**config.mk**
```make
export PLATFORM = sky130hd
export DESIGN_NAME = avalon_mm_reader
export DESIGN_NICKNAME = d
export VERILOG_FILES = /design/src/rtl/avalon_mm_reader.sv
export SDC_FILE = /design/constraint.sdc
export NUM_CORES = 1
export LEC_CHECK = 0
export ABC_AREA = 0
export CAP_MARGIN = 20
export CORE_UTILIZATION = 30
export CTS_CLUSTER_SIZE = 25
export DETAILED_ROUTE_END_ITERATION = 6
export SYNTH_ARGS = -nofsm -noshare
export SYNTH_HDL_FRONTEND = slang
export SYNTH_SLANG_ARGS = --single-unit
```
**constraint.sdc**
```tcl
create_clock -name clk -period 10.6 [get_ports clk]
set_clock_uncertainty 0.05 [all_clocks]
set_input_delay 2.65 -clock clk [delete_from_list [all_inputs] [get_ports clk]]
set_output_delay 2.65 -clock clk [all_outputs]
set_load 0.02 [all_outputs]
```
**src/rtl/avalon_mm_reader.sv**
```systemverilog
// Avalon-MM burst-less read master that streams a job of beats to a
// valid/ready sink.
//
// A job starts on a one-cycle start pulse in IDLE. The module then issues
// single-beat reads from base_addr, stepping by BEAT_W/8 bytes, until
// beat_count reads have been accepted. Responses land in a DEPTH-entry FIFO
// and are presented on m_valid/m_data. Reads are only issued while
// outstanding reads plus buffered beats stay below DEPTH, so a response
// always has a free slot.
//
// Ports:
//   clk, rst_n            clock, asynchronous active-low reset
//   start                 begin a job (honoured in IDLE only)
//   base_addr, beat_count job parameters, sampled on an accepted start
//   busy, done            READ-state flag, one-cycle completion pulse
//   m_valid, m_ready      output stream handshake
//   m_data, m_last        output beat and final-beat marker
//   avm_address, avm_read, avm_burstcount       Avalon read request
//   avm_waitrequest                             slave stall
//   avm_readdata, avm_readdatavalid             Avalon read response
module avalon_mm_reader #(
  parameter int unsigned BEAT_W = 128,
  parameter int unsigned ADDR_W = 32,
  parameter int unsigned LEN_W  = 16,
  parameter int unsigned DEPTH  = 4
) (
  input  logic              clk,
  input  logic              rst_n,
  input  logic              start,
  input  logic [ADDR_W-1:0] base_addr,
  input  logic [LEN_W-1:0]  beat_count,
  output logic              busy,
  output logic              done,
  output logic              m_valid,
  input  logic              m_ready,
  output logic [BEAT_W-1:0] m_data,
  output logic              m_last,
  output logic [ADDR_W-1:0] avm_address,
  output logic              avm_read,
  output logic [7:0]        avm_burstcount,
  input  logic              avm_waitrequest,
  input  logic [BEAT_W-1:0] avm_readdata,
  input  logic              avm_readdatavalid
);

  localparam int unsigned PTR_W = $clog2(DEPTH);
  localparam int unsigned CNT_W = PTR_W + 1;
  localparam int unsigned SUM_W = CNT_W + 1;
  localparam int unsigned BYTES = BEAT_W / 8;

  typedef enum logic [1:0] {
    S_IDLE = 2'd0,
    S_READ = 2'd1,
    S_DONE = 2'd2
  } state_t;

  state_t state;
  state_t state_next;

  // Job bookkeeping
  logic [LEN_W-1:0]  beat_len;
  logic [LEN_W-1:0]  issued;
  logic [LEN_W-1:0]  delivered;
  logic [CNT_W-1:0]  inflight;

  // Response FIFO
  logic [BEAT_W-1:0] mem [DEPTH];
  logic [PTR_W-1:0]  wr_ptr;
  logic [PTR_W-1:0]  rd_ptr;
  logic [CNT_W-1:0]  fifo_cnt;

  // Per-cycle events and next values
  logic              accept_start;
  logic              rd_accept;
  logic              push;
  logic              pop;
  logic              credit_ok;
  logic [LEN_W-1:0]  beat_len_n;
  logic [LEN_W-1:0]  issued_n;
  logic [LEN_W-1:0]  delivered_n;
  logic [CNT_W-1:0]  inflight_n;
  logic [CNT_W-1:0]  fifo_cnt_n;
  logic [CNT_W-1:0]  cnt_left;
  logic [PTR_W-1:0]  wr_ptr_n;
  logic [PTR_W-1:0]  rd_ptr_n;

  // Next values of registered outputs
  logic              busy_d;
  logic              done_d;
  logic              avm_read_d;
  logic [ADDR_W-1:0] avm_address_d;
  logic              m_valid_d;
  logic              m_last_d;
  logic [BEAT_W-1:0] m_data_d;

  assign avm_burstcount = 8'd1;

  // Handshake events and counter/pointer next values.
  // A response with nothing outstanding (stale or spurious) is dropped.
  always_comb begin
    accept_start = start && (state == S_IDLE);
    rd_accept    = avm_read && !avm_waitrequest;
    push         = avm_readdatavalid && (inflight != '0);
    pop          = m_valid && m_ready;

    beat_len_n   = accept_start ? beat_count : beat_len;
    issued_n     = accept_start ? '0 : issued + LEN_W'(rd_accept);
    delivered_n  = accept_start ? '0 : delivered + LEN_W'(pop);
    inflight_n   = accept_start ? '0
                                : inflight + CNT_W'(rd_accept) - CNT_W'(push);

    fifo_cnt_n   = fifo_cnt + CNT_W'(push) - CNT_W'(pop);
    cnt_left     = fifo_cnt - CNT_W'(pop);
    wr_ptr_n     = wr_ptr + PTR_W'(push);
    rd_ptr_n     = rd_ptr + PTR_W'(pop);

    credit_ok    = (SUM_W'(inflight_n) + SUM_W'(fifo_cnt_n)) < SUM_W'(DEPTH);
  end

  // State register
  always_ff @(posedge clk or negedge rst_n) begin
    if (!rst_n) begin
      state <= S_IDLE;
    end else begin
      state <= state_next;
    end
  end

  // Next-state logic; READ ends on the cycle the final beat pops
  always_comb begin
    state_next = state;
    case (state)
      S_IDLE: begin
        if (start) begin
          state_next = (beat_count == '0) ? S_DONE : S_READ;
        end
      end
      S_READ: begin
        if (delivered_n == beat_len) begin
          state_next = S_DONE;
        end
      end
      S_DONE:  state_next = S_IDLE;
      default: state_next = S_IDLE;
    endcase
  end

  // Output logic: next values for the registered outputs
  always_comb begin
    busy_d        = (state_next == S_READ);
    done_d        = (state_next == S_DONE);

    // A stalled request is held unchanged; otherwise issue while reads
    // remain and a buffer slot is guaranteed for the response.
    avm_read_d    = 1'b0;
    if (state_next == S_READ) begin
      avm_read_d = (avm_read && avm_waitrequest) ||
                   ((issued_n < beat_len_n) && credit_ok);
    end

    avm_address_d = avm_address;
    if (accept_start) begin
      avm_address_d = base_addr;
    end else if (rd_accept) begin
      avm_address_d = avm_address + ADDR_W'(BYTES);
    end

    m_valid_d     = (fifo_cnt_n != '0);
    m_last_d      = m_valid_d && (delivered_n == (beat_len_n - LEN_W'(1)));

    // Head of the FIFO after this cycle: the incoming beat if the FIFO
    // drains to empty, otherwise the entry at the advanced read pointer.
    m_data_d      = m_data;
    if (cnt_left == '0) begin
      if (push) begin
        m_data_d = avm_readdata;
      end
    end else begin
      m_data_d = mem[rd_ptr_n];
    end
  end

  // Registered outputs, counters and FIFO pointers
  always_ff @(posedge clk or negedge rst_n) begin
    if (!rst_n) begin
      busy        <= 1'b0;
      done        <= 1'b0;
      avm_read    <= 1'b0;
      avm_address <= '0;
      m_valid     <= 1'b0;
      m_last      <= 1'b0;
      m_data      <= '0;
      beat_len    <= '0;
      issued      <= '0;
      delivered   <= '0;
      inflight    <= '0;
      fifo_cnt    <= '0;
      wr_ptr      <= '0;
      rd_ptr      <= '0;
    end else begin
      busy        <= busy_d;
      done        <= done_d;
      avm_read    <= avm_read_d;
      avm_address <= avm_address_d;
      m_valid     <= m_valid_d;
      m_last      <= m_last_d;
      m_data      <= m_data_d;
      beat_len    <= beat_len_n;
      issued      <= issued_n;
      delivered   <= delivered_n;
      inflight    <= inflight_n;
      fifo_cnt    <= fifo_cnt_n;
      wr_ptr      <= wr_ptr_n;
      rd_ptr      <= rd_ptr_n;
    end
  end

  // FIFO storage; contents are qualified by fifo_cnt so no reset needed
  always_ff @(posedge clk) begin
    if (push) begin
      mem[wr_ptr] <= avm_readdata;
    end
  end

endmodule
```
After elaboration in Yosys (flattened, before gate mapping)
Memories as Yosys holds them, arrays and structs flattened.
Cells that the tools add are included.
{"block": "op_classes", "muxes": 15, "n_eq_ne": 6, "reduce_logical": 15, "n_addsub": 12, "order_cmp": 2}
{"op": "2-to-1 mux 128 bit", "n": 2}
{"op": "2-to-1 mux 32 bit", "n": 2}
{"op": "2-to-1 mux 16 bit", "n": 3}
{"op": "adder 16 x 1 -> 16 bit", "n": 2}
{"op": "adder 32 x 5 -> 32 bit, second input constant", "n": 1}
{"op": "equality test 16 bit", "n": 2}
{"op": "logical NOT 16 bit", "n": 1}
{"op": "less-than comparator 16 bit", "n": 1}
{"op": "subtractor 16 x 1 -> 16 bit, second input constant", "n": 1}
{"op": "subtractor 3 x 1 -> 3 bit", "n": 3}
{"op": "logical AND 1 bit", "n": 7}
{"op": "adder 3 x 1 -> 3 bit", "n": 2}
{"op": "2-to-1 mux 2 bit", "n": 3}
{"op": "nonzero test 3 bit", "n": 2}
{"op": "adder 2 x 1 -> 2 bit", "n": 2}
{"op": "adder 3 x 3 -> 4 bit", "n": 1}
{"op": "equality test 2 x 1 -> 1 bit, second input constant", "n": 2}
{"op": "less-than comparator 4 x 3 -> 1 bit, second input constant", "n": 1}
{"op": "case mux 2 bit (2 select lines)", "n": 1}
{"op": "logical NOT 3 bit", "n": 1}
{"op": "2-to-1 mux 1 bit", "n": 3}
{"op": "2-to-1 mux 3 bit", "n": 1}
{"op": "equality test 2 bit, second input constant", "n": 1}
{"op": "logical NOT 2 bit", "n": 1}
{"op": "other kinds (4)", "n": 4}
{"block": "word_totals", "mem_bits_rw": 512, "regBits": 225, "wordCells": 66, "output_inout_bits": 173, "input_bits": 182, "mem_count": 1}
{"name": "mem", "words": 4, "word_bits": 128, "rd": 1, "rd_ports_with_merged_regs": 0, "wr": 1, "line": "67", "rtl": "logic [BEAT_W-1:0] mem [DEPTH];"}

Longest topological paths before layout
{"block": "logic_depth", "word_depth": 10, "mapped_depth": 16, "depth_no_buf": 15}

Least setup slack after synthesis
No wires, ideal clock.
{"block": "synth_path", "kind": "input to register", "from": "input avm_readdatavalid", "to": "memory mem[2][0] (enable)", "setup_time_ns": 0.799, "stages": 3, "t_arrival_ns": 12.349, "path_slack_ns": -2.598, "cell_sequence": "o31a_1 clkinv_1 nor3b_1"}
{"block": "synth_via", "elab_chain_cells": 3}
{"element": "start: declaration", "line": "43", "rtl": "input logic avm_readdatavalid"}
{"element": "logical AND 1 bit", "line": "103", "rtl": "push = avm_readdatavalid && (inflight != '0);"}
{"element": "2-to-1 mux 1 bit", "line": "220", "rtl": "if (push) begin"}
{"element": "2-to-1 mux 1 bit (implied by the code)", "line": "221", "rtl": "mem[wr_ptr] <= avm_readdata;"}
{"element": "end: declaration", "line": "67"}
Every way passes these cells.

Worst setup path in the final report
{"block": "layout_path", "from": "input m_ready", "to": "register m_data[124]"}
{"block": "layout_via", "elab_chain_cells": 4, "elab_cells_between_ends": 7, "classes_between": "2 x add/sub; 1 x eq/ne; 1 x mux; 2 x reduce/logical; 1 x memory"}
{"element": "start: declaration", "line": "35", "rtl": "input logic m_ready,"}
{"element": "logical AND 1 bit *", "line": "104", "rtl": "pop = m_valid && m_ready;"}
{"element": "adder 2 x 1 -> 2 bit or subtractor 3 x 1 -> 3 bit (tied branches)", "line": "115, 113"}
{"element": "memory read (4 x 128 bit) or logical NOT 3 bit (tied branches)"}
{"element": "2-to-1 mux 128 bit or != test 2 bit (tied branches)"}
{"element": "end signal: assignment", "line": "207", "rtl": "m_data <= m_data_d;"}
{"element": "end: declaration", "line": "36", "rtl": "output logic [BEAT_W-1:0] m_data,"}
Every way passes the cells marked *; elsewhere a longest branch is shown, timed or not.
A chain may end at the register's enable or synchronous reset.

==> qor.yml <==
final_layout:
  final_nets: 2455
  layout-drive-gt1-share_pct: 13.8
  fillers: 9218
  syn_to_final_growth_pct: 25.6
critical_path:
  critPathArrivalTime_ns: 6.69
  crit_required_ns: 11.03
  cp_max_fo: 49
  crit_path_start_kind: "input port"
  rr_startpoint: "m_valid"
  cpMostUsedCell: "buf_4"
  critical_path_class: "in2reg"
  cp_slowest_cell: "buf_4"
  cpPeakStageDelay_ns: 0.89
  worst_r2r_path_depth: 9
  crit_start: "m_ready"
  worst-r2r-setup-slack_ns: 6.38
  r2r-end: "m_data[124]"
  endpoint_kind: "flop"
  path_cells: "clkdlybuf4s50_1 > and2_1 > ha_1 > xnor2_1 > nand3_4 > buf_4 > buf_4 > buf_4 > mux2i_1 > o21ai_0"
timing:
  min_period_ns: 6.25
  fin_crit_sh_pct: 59.0
  tns_ns: 0
  maxSlewViolCount: 0
  worst_pin_slew_ns: 1.03
  fmax_ghz: 0.160
  setup_viol: 0
  final.setup.worst_slack_ns: 4.35
  rsz0062_at_grt: "no"
  hold_violations: 0
  relSlewSlack_pct: 31.6
routing:
  wl_um: 75800
  wire_per_inst_um: 21.0
  ant_nets: 0
  drt_first_pass_iters: 5
  viasPerCell: 4.83
  drtIter0Drc: 959
  vias: 17400
  drc: 0
floorplan:
  rows: 116
  die_w_um: 320
  initial_core_util_pct: 30.3
  die-area_um2: 102000
  core_um2: 100000
  die_y_um: 320
  ios: 355
yosys:
  ys_ff_latch: 737
  yosys_warnings: 0
  yosysMostFrequentCell: "edfxtp_1"
  synth-simple-area-share_pct: 6.19
  synth.area.top_cells: "edfxtp_1 51%, dfrtp_1 19%, mux4_2 9.5%"
  ys_async_sr_fraction_pct: 30.5
  synth-compound-area-share_pct: 4.35
  synth.top_cell.area_share_pct: 50.8
  yosys-mux-area-fraction_pct: 14.6
  yosys.area_share.xor_xnor_pct: 2.33
  synth_edf_count: 512
  netlist.top_cell.by_area: "edfxtp_1"
  synth_cell_types: 75
  synth-seq-area-share_pct: 69.3
  yosys.area_share.adder_pct: 1.37
  syn_inst: 1881
  synth-main-ff-cell: "edfxtp_1"
  synth_top_family_by_area: "multiplexers"
  yosys-top-cells-count: "512 x edfxtp_1, 225 x dfrtp_1, 202 x nand2_1"
  avgSynthCellArea_um2: 16.1
  synth_area_um2: 30300
place:
  io_buffers: 346
  hpwl_um: 45100
  place.gp.congestion: 0.851
  dp_slack_ns: 3.63
cts:
  clockBufferDepth: 3
  clock_latency_ns: 0.64
  cts_made_buffers: 83
  cts_sinks: 737
  holdBufCountCts: 0
  cts-resized-gates: 0
  clk_pin_slew_ns: 0.06
  cts_tree: "done"
  root_buffer: "clkbuf_16"
  h-tree-depth: 3
  post_cts_buffers: 0
global_routing:
  grt_pass1_wl_um: 116000
  grt_usage_pct: 14.9
  grt_max_degree: 166
  gr-total-overflow: 0
  grt_pass1_vias: 18900
  antenna_found_initial: 8
hold_path:
  hp-start: "avm_address[0]"
  whs_endpoint: "avm_address[0]"
  worst_hold_path_type: "reg2reg"
  worstHoldPathCells: 2
power:
  peakVddDrop_v: 0.000361
  power.density_nw_per_um2: 297
  power.leakage_nw: 13.9
flow_run:
  cap_violations: 0
run_status:
  status: "finished clean"
==> cell families after synthesis <==
family | count (synthesis)
AO/OA/AOI/OAI | 232
AND/OR/NAND/NOR | 391
other | 2
buffers and inverters | 130
flip-flops | 737
XOR/XNOR | 79
adder cells (fa/ha/maj) | 32
multiplexers | 278
==> critical path: cells and delay by family <==
| family | cells | cell delay, ns |
|---|---|---|
| xor gates and xnor gates | 1 | 0.11 |
| buffers and inverters | 4 | 2.80 |
| and+or+nand+nor | 2 | 0.40 |
| AOI/OAI and AO/OA | 1 | 0.11 |
| muxes | 1 | 0.29 |
| adders and majority gates | 1 | 0.23 |
==> stage by stage <==
stage	std cells	hold slack [ns]	total power [mW]	util, %	instance area [um^2]
after floorplan	1887	0.440	6.98	-	30300
after global placement	3454	0.411	8.50	35.3	35300
after detailed placement	3454	0.420	8.59	35.3	35300
after CTS	3610	0.432	11.5	38.0	38000
after global routing	3611	0.457	12.0	38.0	38000
final	3612	0.426	11.3	38.0	38000
==> registers in the layout, indices dropped and copies added (netlist names) <==
name,flops
issued,16
busy,1
fifo_cnt,3
avm_address,32
m_data,128
rd_ptr,2
delivered,16
mem,512
done,1
m_last,1
state,2
wr_ptr,2
m_valid,1
beat_len,16
avm_read,1
inflight,3
==> layout by cell type, fill, tap and decap left out, drive strengths merged, types with 5 or more instances in the layout <==
cell and count:
a21oi 17, and2 15, and3 6, buf 22, bufinv 5, clkbuf 118, clkdlybuf4s50 345, clkinv 27
conb 8, dfrtp 225, edfxtp 512, ha 30, inv 36, mux2i 149, mux4 128, nand2 202
nand3 30, nand4 25, nor2 54, nor3 14, nor4 8, o21ai 176, o22ai 5, or3 11
xnor2 36, xor2 42
==> worst max path at each step <==
stage	endpoint	slack, ns	depth (start not counted)
final	m_data[124]	4.35	10
after global routing	m_data[124]	4.11	10
after CTS	m_data[110]	4.31	10
after detailed placement	m_data[110]	3.63	10
after global placement	m_data[7]	3.66	10
after floorplan	mem[1][0]	1.69	3
==> per-layer routing <==
layer | vias to the layer above | GRT usage, % | share of wire [%]
li1 | 7879 | - | -
met1 | 8956 | 18.6 | 42
met2 | 450 | 24.7 | 49
met3 | 136 | 4.16 | 6.4
met4 | 12 | 4.79 | 2.4
met5 | - | 0 | 0.10
==> where the power goes <==
part           internal [mW]  leakage (nW)  switching [mW]
logic                   1.91          5.18            2.24
registers               3.92          7.41           0.367
clock network           1.68          1.34            1.19
total                   7.51          13.9            3.80
==> final cells by class <==
type / instances / area, um^2 / area share (%)
antenna: 2 / 5.00 / 0.0132
clock buffer: 118 / 2340 / 6.15
sequential: 737 / 21000 / 55.2
clock inverter: 38 / 413 / 1.09
tap: 1298 / 1620 / 4.27
multi-input combinational: 1020 / 8840 / 23.3
timing repair buffer: 367 / 3690 / 9.70
inverter: 32 / 120 / 0.316
(Power assumes the default switching activity.)
